**src/rtl/div_pkg.sv**
```systemverilog
// Shared types and constants for the sequential restoring divider:
// FSM state encoding, default width and the divide-by-zero quotient helper.
package div_pkg;

  localparam int DIV_WIDTH_DEFAULT = 4;
  localparam int DIV_WIDTH_MAX     = 16;

  typedef enum logic [1:0] {
    IDLE = 2'd0,
    CALC = 2'd1,
    FIN  = 2'd2
  } div_state_e;

  // Low 'width' bits set; callers slice the result down to their own width.
  function automatic logic [DIV_WIDTH_MAX-1:0] all_ones_quotient(input int width);
    logic [DIV_WIDTH_MAX-1:0] ones_v;
    ones_v = {DIV_WIDTH_MAX{1'b1}};
    all_ones_quotient = ones_v >> (DIV_WIDTH_MAX - width);
  endfunction

endpackage

```
**src/rtl/seq_restoring_divider_if.sv**
```systemverilog
// Request/result bundle of the sequential divider; the requester drives
// the master side, the divider implements the slave side.
interface seq_restoring_divider_if
  import div_pkg::*;
#(
  parameter int WIDTH = DIV_WIDTH_DEFAULT
) ();

  logic             start;
  logic [WIDTH-1:0] dividend;
  logic [WIDTH-1:0] divisor;
  logic             busy;
  logic             done;
  logic [WIDTH-1:0] quotient;
  logic [WIDTH-1:0] remainder;
  logic             div_by_zero;

  modport master (
    output start, dividend, divisor,
    input  busy, done, quotient, remainder, div_by_zero
  );

  modport slave (
    input  start, dividend, divisor,
    output busy, done, quotient, remainder, div_by_zero
  );

endinterface

```
**src/rtl/div_step.sv**
```systemverilog
// One restoring shift-subtract iteration: shifts the next dividend bit into
// the partial remainder and subtracts the divisor if that does not go negative.
module div_step
  import div_pkg::*;
#(
  parameter int WIDTH = DIV_WIDTH_DEFAULT
) (
  input  logic [WIDTH:0]   prem,
  input  logic             q_msb,
  input  logic [WIDTH-1:0] divisor,
  output logic [WIDTH:0]   prem_nxt,
  output logic             q_bit
);

  logic [WIDTH:0] shifted_s;
  logic [WIDTH:0] trial_s;
  // The partial remainder stays below the divisor, so its top bit never matters.
  logic           unused_prem_msb_s;

  assign unused_prem_msb_s = prem[WIDTH];
  assign shifted_s         = {prem[WIDTH-1:0], q_msb};
  assign trial_s           = shifted_s - {1'b0, divisor};

  // Keep the trial difference only when no borrow occurred.
  always_comb begin
    prem_nxt = shifted_s;
    q_bit    = 1'b0;
    if (trial_s[WIDTH] == 1'b0) begin
      prem_nxt = trial_s;
      q_bit    = 1'b1;
    end else begin
      prem_nxt = shifted_s;
      q_bit    = 1'b0;
    end
  end

endmodule

```
**src/rtl/seq_restoring_divider.sv**
```systemverilog
// Multi-cycle unsigned restoring divider: one quotient bit per clock,
// registered results that hold until the next operation completes.
module seq_restoring_divider
  import div_pkg::*;
#(
  parameter int WIDTH = DIV_WIDTH_DEFAULT
) (
  input  logic                    clk,
  input  logic                    rst_n,
  seq_restoring_divider_if.slave  dif
);

  localparam int                       CNT_W     = $clog2(WIDTH + 1);
  localparam logic [CNT_W-1:0]         CNT_LOAD  = CNT_W'(WIDTH);
  localparam logic [CNT_W-1:0]         CNT_ONE   = CNT_W'(1);
  localparam logic [DIV_WIDTH_MAX-1:0] ONES_FULL = all_ones_quotient(WIDTH);
  localparam logic [WIDTH-1:0]         QUOT_ONES = ONES_FULL[WIDTH-1:0];

  div_state_e       state_r;
  div_state_e       next_state_s;
  logic [CNT_W-1:0] cnt_r;
  logic [WIDTH-1:0] q_r;
  logic [WIDTH:0]   prem_r;
  logic [WIDTH-1:0] divisor_r;
  logic [WIDTH:0]   prem_nxt_s;
  logic             q_bit_s;
  logic             busy_nxt_s;
  logic             done_nxt_s;
  logic             busy_r;
  logic             done_r;
  logic [WIDTH-1:0] quotient_r;
  logic [WIDTH-1:0] remainder_r;
  logic             dbz_r;
  logic             accept_s;
  logic             divisor_zero_s;
  logic             last_iter_s;

  assign accept_s       = (state_r == IDLE) && dif.start;
  assign divisor_zero_s = (dif.divisor == {WIDTH{1'b0}});
  assign last_iter_s    = (state_r == CALC) && (cnt_r == CNT_ONE);

  div_step #(.WIDTH(WIDTH)) u_step (
    .prem     (prem_r),
    .q_msb    (q_r[WIDTH-1]),
    .divisor  (divisor_r),
    .prem_nxt (prem_nxt_s),
    .q_bit    (q_bit_s)
  );

  // State register together with the registered status flags.
  always_ff @(posedge clk or negedge rst_n) begin
    if (!rst_n) begin
      state_r <= IDLE;
      busy_r  <= 1'b0;
      done_r  <= 1'b0;
    end else begin
      state_r <= next_state_s;
      busy_r  <= busy_nxt_s;
      done_r  <= done_nxt_s;
    end
  end

  // Next-state logic; a zero divisor skips the iterations entirely.
  always_comb begin
    next_state_s = state_r;
    case (state_r)
      IDLE: begin
        if (dif.start && divisor_zero_s) begin
          next_state_s = FIN;
        end else if (dif.start) begin
          next_state_s = CALC;
        end else begin
          next_state_s = IDLE;
        end
      end
      CALC: begin
        if (cnt_r == CNT_ONE) begin
          next_state_s = FIN;
        end else begin
          next_state_s = CALC;
        end
      end
      FIN:     next_state_s = IDLE;
      default: next_state_s = IDLE;
    endcase
  end

  // Flag values for the coming cycle, registered above.
  always_comb begin
    busy_nxt_s = 1'b0;
    done_nxt_s = 1'b0;
    case (next_state_s)
      CALC:    busy_nxt_s = 1'b1;
      FIN:     done_nxt_s = 1'b1;
      default: begin
        busy_nxt_s = 1'b0;
        done_nxt_s = 1'b0;
      end
    endcase
  end

  // Working registers: load on an accepted start, iterate while in CALC.
  always_ff @(posedge clk or negedge rst_n) begin
    if (!rst_n) begin
      cnt_r     <= {CNT_W{1'b0}};
      q_r       <= {WIDTH{1'b0}};
      prem_r    <= {(WIDTH+1){1'b0}};
      divisor_r <= {WIDTH{1'b0}};
    end else if (accept_s) begin
      cnt_r     <= CNT_LOAD;
      q_r       <= dif.dividend;
      prem_r    <= {(WIDTH+1){1'b0}};
      divisor_r <= dif.divisor;
    end else if (state_r == CALC) begin
      cnt_r  <= cnt_r - CNT_ONE;
      q_r    <= {q_r[WIDTH-2:0], q_bit_s};
      prem_r <= prem_nxt_s;
    end
  end

  // Result registers change only when FIN is entered; the flag clears on a new start.
  always_ff @(posedge clk or negedge rst_n) begin
    if (!rst_n) begin
      quotient_r  <= {WIDTH{1'b0}};
      remainder_r <= {WIDTH{1'b0}};
      dbz_r       <= 1'b0;
    end else if (accept_s && divisor_zero_s) begin
      quotient_r  <= QUOT_ONES;
      remainder_r <= dif.dividend;
      dbz_r       <= 1'b1;
    end else if (accept_s) begin
      dbz_r <= 1'b0;
    end else if (last_iter_s) begin
      quotient_r  <= {q_r[WIDTH-2:0], q_bit_s};
      remainder_r <= prem_nxt_s[WIDTH-1:0];
    end
  end

  assign dif.busy        = busy_r;
  assign dif.done        = done_r;
  assign dif.quotient    = quotient_r;
  assign dif.remainder   = remainder_r;
  assign dif.div_by_zero = dbz_r;

endmodule

```
**src/flat_wrapper.sv**
```systemverilog
// flat-port wrapper written by rule: the top's interface ports become plain ports
module seq_restoring_divider_flat import div_pkg::*;
#(
  parameter int WIDTH = DIV_WIDTH_DEFAULT
)
  (clk, rst_n, dif_start, dif_dividend, dif_divisor, dif_busy, dif_done, dif_quotient, dif_remainder, dif_div_by_zero);
  seq_restoring_divider_if #(.WIDTH(WIDTH)) dif_i ();
  input  logic clk;
  input  logic rst_n;
  input wire logic [$bits(dif_i.start)-1:0] dif_start;
  input wire logic [$bits(dif_i.dividend)-1:0] dif_dividend;
  input wire logic [$bits(dif_i.divisor)-1:0] dif_divisor;
  output wire logic [$bits(dif_i.busy)-1:0] dif_busy;
  output wire logic [$bits(dif_i.done)-1:0] dif_done;
  output wire logic [$bits(dif_i.quotient)-1:0] dif_quotient;
  output wire logic [$bits(dif_i.remainder)-1:0] dif_remainder;
  output wire logic [$bits(dif_i.div_by_zero)-1:0] dif_div_by_zero;
  assign dif_i.start = dif_start;
  assign dif_i.dividend = dif_dividend;
  assign dif_i.divisor = dif_divisor;
  assign dif_busy = dif_i.busy;
  assign dif_done = dif_i.done;
  assign dif_quotient = dif_i.quotient;
  assign dif_remainder = dif_i.remainder;
  assign dif_div_by_zero = dif_i.div_by_zero;
  seq_restoring_divider #(.WIDTH(WIDTH)) u_core (.clk(clk), .rst_n(rst_n), .dif(dif_i));
endmodule
```
**config.mk**
```make
export PLATFORM = sky130hd
export DESIGN_NAME = seq_restoring_divider_flat
export DESIGN_NICKNAME = d
export VERILOG_FILES = /design/src/rtl/div_pkg.sv /design/src/rtl/seq_restoring_divider_if.sv /design/src/rtl/div_step.sv /design/src/rtl/seq_restoring_divider.sv /design/src/flat_wrapper.sv
export SDC_FILE = /design/constraint.sdc
export NUM_CORES = 1
export LEC_CHECK = 0
export ABC_AREA = 0
export CAP_MARGIN = 20
export CORE_MARGIN = 5
export CORE_UTILIZATION = 59
export CTS_BUF_LIST = sky130_fd_sc_hd__clkbuf_8
export CTS_CLUSTER_DIAMETER = 60
export CTS_CLUSTER_SIZE = 28
export DETAILED_ROUTE_END_ITERATION = 8
export PLACE_DENSITY = 0.86
export SLEW_MARGIN = 20
export SYNTH_ARGS = -nofsm -noshare
export SYNTH_HDL_FRONTEND = slang
export SYNTH_HIERARCHICAL = 1
export SYNTH_SLANG_ARGS = --single-unit
```
**constraint.sdc**
```tcl
create_clock -name clk -period 7.8 [get_ports clk]
set_input_delay 1.17 -clock clk [delete_from_list [all_inputs] [get_ports clk]]
set_output_delay 1.17 -clock clk [all_outputs]
set_load 0.05 [all_outputs]
```
After elaboration in Yosys (flattened, before gate mapping)

Cells that the tools add are included.
W data, S select, Z words.

Bits in registers: 28
Input bits: 11
Output and inout bits: 11

Add/sub/neg operators: 2
Eq/ne operators: 5
Mux-type cells: 22
Reductions and logical operators: 10

Operators by type and width:

| kind                  | count |
|---|---|
| $mux W4               | 11 |
| $mux W1               | 6 |
| $mux W3               | 2 |
| $reduce_bool A2 Y1    | 3 |
| $sub A5 B4 Y5         | 1 |
| $eq A2 B1 Y1 const B  | 2 |
| $logic_and A1 B1 Y1   | 4 |
| $logic_not A4 Y1      | 1 |
| $mux W2               | 2 |
| $pmux W2 S2           | 1 |
| $eq A3 B1 Y1 const B  | 1 |
| $sub A3 B1 Y3 const B | 1 |
| $eq A2 B2 Y1 const B  | 1 |
| $logic_not A2 Y1      | 1 |
| $ne A2 B2 Y1 const B  | 1 |
| $reduce_and A2 Y1     | 1 |

Longest topological paths before layout

Word-level depth: 6
Gate-level depth with buffers: 13
Depth with buffers taken out: 12

Modules after synthesis

The synthesis kept the hierarchy.

Modules (own cells, without submodules):

| module                | times used | cells each | area an instance (um^2) |
|---|---|---|---|
| seq_restoring_divider | 1          | 102        | 1227.4 |
| div_step              | 1          | 28         | 227.7 |

Worst setup path before layout

No wires, ideal clock.

Path type: reg-to-reg
From: reg u_core.q_r[3]
To: reg u_core.remainder_r[3], in the netlist u_core/dif.remainder[3]
Setup time: 0.126 ns
Arrival: 2.359 ns
Required time: 7.674 ns
Path slack: 5.315 ns
Stages on the path, launching flop included: 14
Cells stage by stage: dfrtp_1 inv_1 ha_1 fa_1 inv_1 a21oi_1 o21bai_1 ha_1 buf_6 nor4bb_1 a31oi_1 nand4_1 and2_1 a221o_1

Cells in the longest elaborated chain, start to end: 5

RTL lines:

| item                           | line                         | RTL |
|---|---|---|
| from (decl)                    | seq_restoring_divider.sv:22  | `logic [WIDTH-1:0] q_r;` |
| from (signal assigned)         | seq_restoring_divider.sv:106 | `q_r <= {WIDTH{1'b0}};` |
| from (signal assigned)         | seq_restoring_divider.sv:111 | `q_r <= dif.dividend;` |
| from (signal assigned)         | seq_restoring_divider.sv:116 | `q_r <= {q_r[WIDTH-2:0], q_bit_s};` |
| $sub A5 B4 Y5                  | div_step.sv:22               | `assign trial_s = shifted_s - {1'b0, divisor};` |
| $mux W4                        | div_step.sv:28               | `if (trial_s[WIDTH] == 1'b0) begin` |
| named net u_core.prem_nxt_s[3] | seq_restoring_divider.sv:25  | `logic [WIDTH:0] prem_nxt_s;` |
| $mux W4                        | seq_restoring_divider.sv:133 | `end else if (last_iter_s) begin` |
| $mux W4                        | seq_restoring_divider.sv:131 | `end else if (accept_s) begin` |
| $mux W4                        | seq_restoring_divider.sv:127 | `end else if (accept_s && divisor_zero_s) begin` |
| to (signal assigned)           | seq_restoring_divider.sv:125 | `remainder_r <= {WIDTH{1'b0}};` |
| to (signal assigned)           | seq_restoring_divider.sv:129 | `remainder_r <= dif.dividend;` |
| to (signal assigned)           | seq_restoring_divider.sv:135 | `remainder_r <= prem_nxt_s[WIDTH-1:0];` |
| to (decl)                      | seq_restoring_divider.sv:32  | `logic [WIDTH-1:0] remainder_r;` |

The timed path passes the listed nets, and every way through them passes these cells. The select of a mux whose other input is x is not followed.
A chain may end at the register's enable or synchronous reset.

Worst setup path after layout

Ends and elaborated chain as after synthesis.

==> results.md <==
- Commonest non-fill, non-tap cell in the layout: dfrtp_1
- Max rail drop VDD: around 0.34 mV
- Most frequent cells in the layout: dfrtp_1 (28), clkdlybuf4s50_1 (21), inv_1 (13)
- Rows: 17
- Slew HR: approximately 45%
- Setup TNS: 0 ps
- Share of layout cells above drive strength 1: a little under a tenth
- Placer Congestion: between 0.7 and 0.8
- Worst-Margin Slew: just over 800 ps
- CP Max Fanout: 10
- Initial DRC count: 19
- Total grt overflow: 0
- Mapped Nets: between 100 and 150
- Fmax: about 0.37 GHz
- Largest net degree at the start of global routing: 29
- Initial antenna violation count: 0
- CP max stage delay: between 400 and 500 ps
- CTS tree: built
- Crit path capture type: flop
- Wire length per cell: about 16 µm
- Worst path slowest cell: fa_1
- Vias: 1044
- Fin crit period: between 2000 and 3000 ps
- Tightest Hold Check Type: flop to flop
- Max H-tree Level: 1
- Outcome: finished, final reports clean
- CP startpoint kind: flop
- HPWL after detailed placement: between 2000 and 2500 µm
- CP delay by family, top: adder cells
- Critical Path AT: between 2000 and 3000 ps
- Syn Inst Count: 128
- Core Region: 2250 µm²
- Fin Hold WS: 506 ps
- RSZ-0062 raised after global routing: no
- CP cell instances: inv_1, ha_1, fa_1, inv_1, a21oi_1, o21bai_1, ha_1, nor4bb_1, a31oi_1, nand4_1, and2_1, a221o_1
- P&R area growth vs syn: 21.5%
- Count of final setup violators: 0
- Routed wire length: slightly below 3000 µm
- Clk_skew: approximately 4.0 ps
- Clock Latency Late Sink: around 280 ps
- CTS sink count: 28
- Die Wd: 59.1 µm
- Post-cts resize count: 0
- Hold Vio Cnt, Final: 0
- CP Class: flop to flop
- Synthesis Warnings: 6
- Root Buffer: clkbuf_8
- GRT Util Overall: a little under a fifth
- Vias in the first global route: ~1100
- Final ANT Viol Nets: 0
- WP data required: ~8000 ps
- Die H: around 59 µm
- Antenna Cells: 0
- Final Cycle Share: 35.0%
- Crit path setup slack, layout: just over 5000 ps
- I/O Buffers: 21
- Top-Level Pins: 22
- Setup bufs post-CTS: 0
- CTS clk-pin slew, worst paths: 100 ps
- Crit path buf inv count: 2
- PnR Total Power: about 0.00083 W
- CTS Hold Bufs: 0
- Pre-CTS setup slack: 5060 ps
- Layout net count: 169
- Number of remaining DRC errors: 0
- Synthesized area: about 1400 µm²
- Drt via density: about 5.9
- Avg Cell Area, Syn: 11.1 µm²
- MaxCap Viol Count: 0
- First-pass GRT wire length: 4890 µm
- Die area: 3490 µm²
- Initial Utilization: a little over three fifths
- Static leakage: around 0.76 nW
- Slew Limit Fails: 0
- Drt first pass iters: 4
- TritonCTS Buffers: 3
- Max Root-Sink Buffers: 2
- Power Density: approximately 480 nW/µm²
[metal layers]
metal	GRT usage [%]	vias up	share of wire (%)
li1	-	488	-
met1	23.6	518	42
met2	31.4	30	51
met3	4.36	8	5.2
met4	9.06	0	2.0
met5	0	-	0
[worst reg2reg max path: cells and delay by family, from the launching register on]
family / cells / cell delay [ps]
AO/OA/AOI/OAI: 4 / 580
adder cells (fa/ha/maj): 3 / 1000
AND/OR/NAND/NOR: 3 / 530
flip-flops: 1 / 370
buffers and inverters: 2 / 150
[sequential cells by signal, summed over array words and instances, names as in the netlist]
name / count
u_core/dif.busy: 1
u_core/q_r: 4
u_core/dif.quotient: 4
u_core/divisor_r: 4
u_core/dif.div_by_zero: 1
u_core/cnt_r: 3
u_core/prem_r: 4
u_core/dif.done: 1
u_core/dif.remainder: 4
u_core/state_r: 2
[stage by stage]
stage | instances | utilization (%) | cell area (µm²)
2_1_floorplan | 128 | - | 1420
6_report | 177 | 76.6 | 1730
3_3_place_gp | 173 | 73.0 | 1650
5_1_grt | 177 | 76.6 | 1730
3_5_place_dp | 173 | 73.0 | 1650
4_1_cts | 177 | 76.2 | 1720
[worst paths after layout]
path                                        startpoint                      end  slack (ps)  cells after the start
worst max-delay path                     u_core/q_r[3]  u_core/dif.remainder[3]        5070                     12
worst min-delay path            u_core/dif.quotient[1]   u_core/dif.quotient[1]         510                      2
worst max register to register           u_core/q_r[3]  u_core/dif.remainder[3]        5070                     12
worst min register to register  u_core/dif.quotient[1]   u_core/dif.quotient[1]         510                      2
max in group asynchronous                        rst_n      u_core/divisor_r[0]        6290                      2
min in group asynchronous                        rst_n   u_core/dif.quotient[0]        1260                      2
[where the power goes]
group	internal [W]	leakage (nW)	total, W	switching [W]
clock	0.0000687	0.0357	0.000114	0.0000452
sequential	0.000211	0.342	0.000268	0.0000562
combinational	0.000198	0.386	0.000453	0.000255
[area by class of cell]
class | instances | area (µm²)
tap | 28 | 35.0
inverter | 13 | 48.8
clock inverter | 1 | 30.0
fill | 169 | 528
timing repair buffer | 22 | 218
sequential | 28 | 701
multi-input combinational | 82 | 653
clock buffer | 3 | 41.3
Note: power is estimated with default switching activity, not from simulation.
